`src/rtl/cus43_tile_shifter.sv`:
```
// cus43_tile_shifter
//
// Per-layer tile pixel serializer. Captures the tile attribute byte from
// video SRAM and a 4-pixel graphics word from the tile PROMs. Emits one 3-bit
// pixel per CLK_6M together with its palette bank, honouring screen flip.
// A fine-scroll delay line aligns the stream to the screen before it goes to
// the layer priority mixer.
//
// Parameters
//   TRANSPARENT_PEN  pen value treated as transparent
//   DELAY_DEPTH      number of delay-line stages (>= 8 so every FINE value maps)
//
// Ports
//   CLK_6M    in   pixel clock, all state on rising edge
//   nRST      in   asynchronous active-low reset
//   FLIP      in   screen flip, latched with each group at S3H
//   S3H       in   group load strobe (one cycle per 4 pixels)
//   ATTR_LD   in   capture RD into the pending attribute
//   RD        in   [7:0] tile attribute (palette bank)
//   GD        in   [11:0] graphics word, GD[11:9] = leftmost unflipped pixel
//   FINE      in   [2:0] fine-scroll delay select
//   LAYER_EN  in   layer enable
//   PIX       out  [2:0] pixel pen
//   COLOR     out  [7:0] palette bank for PIX
//   OPAQUE    out  pixel is not transparent and layer enabled
//   UNDERRUN  out  sticky: shifter ran dry while enabled

module cus43_tile_shifter #(
    parameter logic [2:0] TRANSPARENT_PEN = 3'd7,
    parameter int         DELAY_DEPTH     = 8
) (
    input  logic       CLK_6M,
    input  logic       nRST,
    input  logic       FLIP,
    input  logic       S3H,
    input  logic       ATTR_LD,
    input  logic [7:0] RD,
    input  logic [11:0] GD,
    input  logic [2:0] FINE,
    input  logic       LAYER_EN,
    output logic [2:0] PIX,
    output logic [7:0] COLOR,
    output logic       OPAQUE,
    output logic       UNDERRUN
);

    typedef struct packed {
        logic [2:0] pix;
        logic [7:0] color;
        logic       opaque;
    } tap_t;

    localparam tap_t TAP_IDLE = '{pix: TRANSPARENT_PEN, color: 8'h00, opaque: 1'b0};

    logic [7:0]  pending;
    logic [7:0]  active;
    logic [11:0] gd_q;
    logic        flip_q;
    logic [2:0]  count;
    logic [2:0]  fine_q;
    logic        underrun_q;
    tap_t        d [DELAY_DEPTH];

    logic        has_pix;
    logic [2:0]  head;
    tap_t        emit;

    // The raw PROM word is kept as loaded; the latched flip decides which end
    // is the head and which way it shifts, so FLIP only matters at S3H.
    assign has_pix = (count != 3'd0);
    assign head    = flip_q ? gd_q[2:0] : gd_q[11:9];

    always_comb begin
        emit = '{pix: TRANSPARENT_PEN, color: active, opaque: 1'b0};
        if (has_pix && LAYER_EN) begin
            emit.pix    = head;
            emit.opaque = (head != TRANSPARENT_PEN);
        end
    end

    // Attribute path. A same-cycle ATTR_LD bypasses pending so the new
    // attribute goes straight to the group being loaded.
    always_ff @(posedge CLK_6M or negedge nRST) begin
        if (!nRST) begin
            pending <= 8'h00;
            active  <= 8'h00;
        end else begin
            if (ATTR_LD) begin
                pending <= RD;
            end
            if (S3H) begin
                active <= ATTR_LD ? RD : pending;
            end
        end
    end

    // Pixel shifter. Emission (into d[0]) uses the contents before this
    // edge's load, so a reload every 4 clocks produces a gapless stream and
    // an early reload simply drops what was left.
    always_ff @(posedge CLK_6M or negedge nRST) begin
        if (!nRST) begin
            gd_q   <= 12'h000;
            flip_q <= 1'b0;
            count  <= 3'd0;
        end else if (S3H) begin
            gd_q   <= GD;
            flip_q <= FLIP;
            count  <= 3'd4;
        end else if (has_pix) begin
            gd_q  <= flip_q ? (gd_q >> 3) : (gd_q << 3);
            count <= count - 3'd1;
        end
    end

    always_ff @(posedge CLK_6M or negedge nRST) begin
        if (!nRST) begin
            underrun_q <= 1'b0;
        end else if (!has_pix && LAYER_EN) begin
            underrun_q <= 1'b1;
        end
    end

    // Delay line. The attribute travels with each pixel so COLOR changes
    // exactly on group boundaries at any FINE setting.
    always_ff @(posedge CLK_6M or negedge nRST) begin
        if (!nRST) begin
            for (int i = 0; i < DELAY_DEPTH; i++) begin
                d[i] <= TAP_IDLE;
            end
        end else begin
            d[0] <= emit;
            for (int i = 1; i < DELAY_DEPTH; i++) begin
                d[i] <= d[i-1];
            end
        end
    end

    // FINE is registered so the output tap mux is driven only by flops.
    always_ff @(posedge CLK_6M or negedge nRST) begin
        if (!nRST) begin
            fine_q <= 3'd0;
        end else begin
            fine_q <= FINE;
        end
    end

    assign PIX      = d[fine_q].pix;
    assign COLOR    = d[fine_q].color;
    assign OPAQUE   = d[fine_q].opaque;
    assign UNDERRUN = underrun_q;

endmodule

```
`config.mk`:
```
export PLATFORM = sky130hd
export DESIGN_NAME = cus43_tile_shifter
export DESIGN_NICKNAME = d
export VERILOG_FILES = /design/src/rtl/cus43_tile_shifter.sv
export SDC_FILE = /design/constraint.sdc
export NUM_CORES = 1
export LEC_CHECK = 0
export BUFFER_PORTS_ARGS = -buffer_cell sky130_fd_sc_hd__buf_4
export CORE_MARGIN = 4
export CORE_UTILIZATION = 55
export CTS_BUF_LIST = sky130_fd_sc_hd__clkbuf_8
export DETAILED_ROUTE_END_ITERATION = 16
export PLACE_DENSITY = 0.81
export SLEW_MARGIN = 40
export SYNTH_ARGS = -nofsm -noshare
export SYNTH_HDL_FRONTEND = slang
export SYNTH_SLANG_ARGS = --single-unit
```
`constraint.sdc`:
```
create_clock -name CLK_6M -period 2.04 [get_ports CLK_6M]
set_input_delay 0.51 -clock CLK_6M [delete_from_list [all_inputs] [get_ports CLK_6M]]
set_output_delay 0.51 -clock CLK_6M [all_outputs]
set_load 0.05 [all_outputs]
```
==> results summary <==
The insertion delay of the later-clocked pin in the worst-skew pair is between 400 and 500 ps. For this block, the initial DRC count from the detailed router was between 100 and 150. The number of fill cells in the layout came out at between 500 and 600. Traced cell by cell, the critical path runs through buf_6 -> clkbuf_16 -> mux4_2 -> mux2_2 -> buf_6. The number of clock sinks is between 100 and 150. The count of hold buffers inserted by post-cts repair came out at 0. The worst relative slew slack came out at between 50% and 60%. The path class of the tightest hold or removal check is input port to asynchronous set/reset pin.

The startpoint type of the worst setup path is a flip-flop. The share of synthesized area occupied by flip-flops and latches is ~69%. After layout, the minimum clock period comes to 2600 ps.

The global-route wire length before repair is roughly 14 mm. The synthesized-area fraction occupied by and/or/nand/nor cells is a little under 4%. The finished cells cover a little under 6000 sq um. The number of nets produced by synthesis is slightly above 300. In this run the biggest area consumer among cell types represents around 56% of the synthesized area.

The total area of sequential cells is 3330 sq um. The iteration count of the initial detailed-routing pass came out at 4. The initial antenna violation count came out at 0. After synthesis the netlist holds a flip-flop and latch count of approximately 130. The area of the core is around 8400 sq um. The run finished, with violations left. The largest fanout of any net on the critical path is 6.

In this run the remaining antenna-violating nets after routing total 0. Among the stages of the critical path, the cell type that occurs most often is buf_6. The post-route worst setup slack is -563 ps. The number of instances in the synthesized netlist came out at ~280.

The count of unresolved DRC violations after routing came out at 0. Dividing the detail-routed via count by the number of cells gives about 5.5. The number of max-slew violations in the final report was 0. The overflow left after global routing is 0. The share of synthesized area spent on multiplexers is about a fifth.

Summed over all nets, the half-perimeter wirelength after detailed placement is 4.99 mm. The number of hold-slack violations in the final timing report is 0. The number of buffer cells added on primary ports came out at 41. The number of H-tree levels came out at 4. The data required time of the worst path is 1530 ps. The cell leakage power came out at ~0.0026 uW. The number of nets in the layout came out at 364. The number of placement rows is 33. The final reports fail on negative setup slack. The relative area change from synthesis to final layout came out at 20.9%. The share of layout cells above drive strength 1 came out at between 40 and 50%. The worst setup path category is flip-flop to output pin. The number of placed instances, taps included, is 413. After detailed routing, the average wire length per cell comes to 18.9 microns. The synthesized cell area came out at 4840 sq um. The clock-pin slew of the registers on the worst-case setup and hold paths is roughly 70 ps.

Entering global routing, the biggest net connects 47 pins. between 40 and 50 I/O pins were placed. The depth of the worst register-to-register path came out at 5. The worst slack on hold paths came out at around 21 ps. The placed instances occupy a cell area of approximately 5300 sq um. The total inserted antenna cells is 0. The transition time at the pin with the least slew margin came out at approximately 700 ps.

Ranked by total cell area, the synthesized netlist is headed by dfrtp_1, dfstp_2, mux4_1. The delay of the slowest cell on the worst path is about 510 ps. The power density normalized to cell area is between 1000 and 1500 nW/um^2. Summed over all instances, the cell type with the most area after synthesis is dfrtp_1. The buffer depth of the longest clock path is 2. The floorplan die width came out at about 100 microns. The number of global-route vias before repair is between 2k and 3k. The final layout contains routed wiring with a total length of 8.54 mm. The endpoint type of the worst setup path is an output pin. The arithmetic-cell share of the synthesized area counting full adders, half adders and majority gates came out at less than 1%. The area taken by multi-input logic gates is approximately 1400 sq um. Clock tree synthesis selected as its root buffer the cell clkbuf_8.

The clock buffer count from CTS came out at 17. The setup skew after layout came out at around 15 ps. The y dimension of the die came out at slightly above 100 microns. The setup slack at placement came out at -146 ps. Data on the critical path arrives at its endpoint at roughly 2100 ps. The share of the clock period used by the worst path is 128%.

The congestion estimate from routability-driven global placement came to 0.761. The count of final setup violators is 12. Static timing analysis puts the maximum clock frequency at 384 MHz. The effective utilization at floorplan is between 50 and 60%. After synthesis, the largest family of logic cells by area is multiplexers. The detailed router placed 2479 vias in this run. Of the total synthesized cell area, the portion taken by XOR and XNOR cells is less than 1%. The clock tree from TritonCTS is done. The slowest stage of the critical path is the mux4_2 cell. The number of synthesis warnings came out at 0.

The area enclosed by the die boundary is between 10000 and 15000 sq um. VDD sags by at most a little over 0.6 mV. The average size of a mapped cell is roughly 17 sq um.

The number of different library cells in the post-synthesis netlist is 24. The count of maximum capacitance violations is 0. The total routing resource utilization after global routing came out at a little under a fifth. Setup repair after global routing could not meet its margin everywhere.

The compound-gate portion of the synthesized area came out at around 3.4%. The number of standard cells in the layout, taps in and fillers out is around 450.
[synthesized netlist by cell type]
master,count
nand2_1,12
nor2b_1,10
a21o_1,1
o31ai_1,7
inv_1,3
xnor2_1,1
o21ai_0,6
a21oi_1,1
nand2b_1,1
mux2i_1,6
buf_6,3
nor2_1,8
buf_2,7
nand3_1,4
and3b_1,3
a211oi_1,7
mux2_2,29
mux4_1,21
clkbuf_1,7
dfrtp_1,108
a31oi_1,3
ha_1,2
dfstp_2,24
mux4_2,3
[per-stage QoR]
stage               utilization [%]  total power, uW  setup TNS [ps]
floorplan                         -             4290               0
CTS                            69.4             7060           -6970
global placement               63.0             4640            -758
global route                   69.7             7480           -7090
detailed placement             63.0             4700           -1040
finish                         69.7             7130           -6170
[critical path: cells and delay by family (launching register included)]
kind	cells	cell delay (ps)
multiplexers	2	810
buffers and inverters	3	450
flip-flops	1	400
[power by group]
group | switching, uW | total [uW] | internal [uW]
logic | 668 | 1350 | 682
registers | 301 | 3500 | 3200
clock network | 1020 | 2290 | 1270
[path summary, 6_finish.rpt]
path | slack [ps] | endpoint | start
max | -560 | PIX[2] | fine_q[0]$_DFF_PN0_
min | 20 | count[1]$_DFFE_PN0P_ | nRST
max reg2reg | 360 | gd_q[10]$_DFFE_PN0P_ | count[0]$_DFFE_PN0P_
min reg2reg | 360 | d[61]$_DFF_PN0_ | d[73]$_DFF_PN0_
max in group asynchronous | 1390 | d[81]$_DFF_PN1_ | nRST
min in group CLK_6M | 180 | fine_q[0]$_DFF_PN0_ | FINE[0]
[routing by layer]
metal	GRT usage (%)	part of all wire [%]	vias up
li1	-	-	1109
met1	24.8	45	1290
met2	28.5	49	68
met3	5.72	4.7	12
met4	7.77	1.5	0
met5	0	0	-
[state kept, by name (all words and copies together), names as in the netlist]
signal / cells
d: 96
gd_q: 12
active: 8
pending: 8
count: 3
fine_q: 3
UNDERRUN: 1
flip_q: 1
[layout by cell type (no fill, tap or decap), drive strengths merged]
cell type and count:
a31oi 3, buf 53, o31ai 7, nand2 12, and3b 3, nor2 8, bufinv 3, nand2b 1
a21oi 1, clkbuf 20, a211oi 7, mux2 29, inv 4, clkinvlp 4, ha 2, o21ai 6
mux2i 6, xnor2 1, mux4 24, a21o 1, dfrtp 108, nor2b 10, nand3 4, dfstp 24
clkinv 5
[layout make-up]
cell class                      instances  share of cell area [%]
Clock buffer                           19                    4.47
Multi-Input combinational cell        125                    23.1
Clock inverter                         13                    2.74
Timing Repair Buffer                   54                    10.2
Inverter                                3                   0.193
Sequential cell                       132                    57.0
Tap cell                              105                    2.25
[repair_timing]
| item | CTS | global route |
|---|---|---|
| setup endpoints to repair | 12 | 12 |
| gates resized for setup | 23 | 35 |
| cloned | 2 | 1 |
| buffers inserted | 3 | 1 |
[cells by family after synthesis]
family / after synthesis
AOI/OAI and AO/OA: 25
DFF: 132
xor gates and xnor gates: 1
buffers and inverters: 20
and+or+nand+nor: 38
adders and majority gates: 2
muxes: 59
Power figures use the tool's default switching activity.
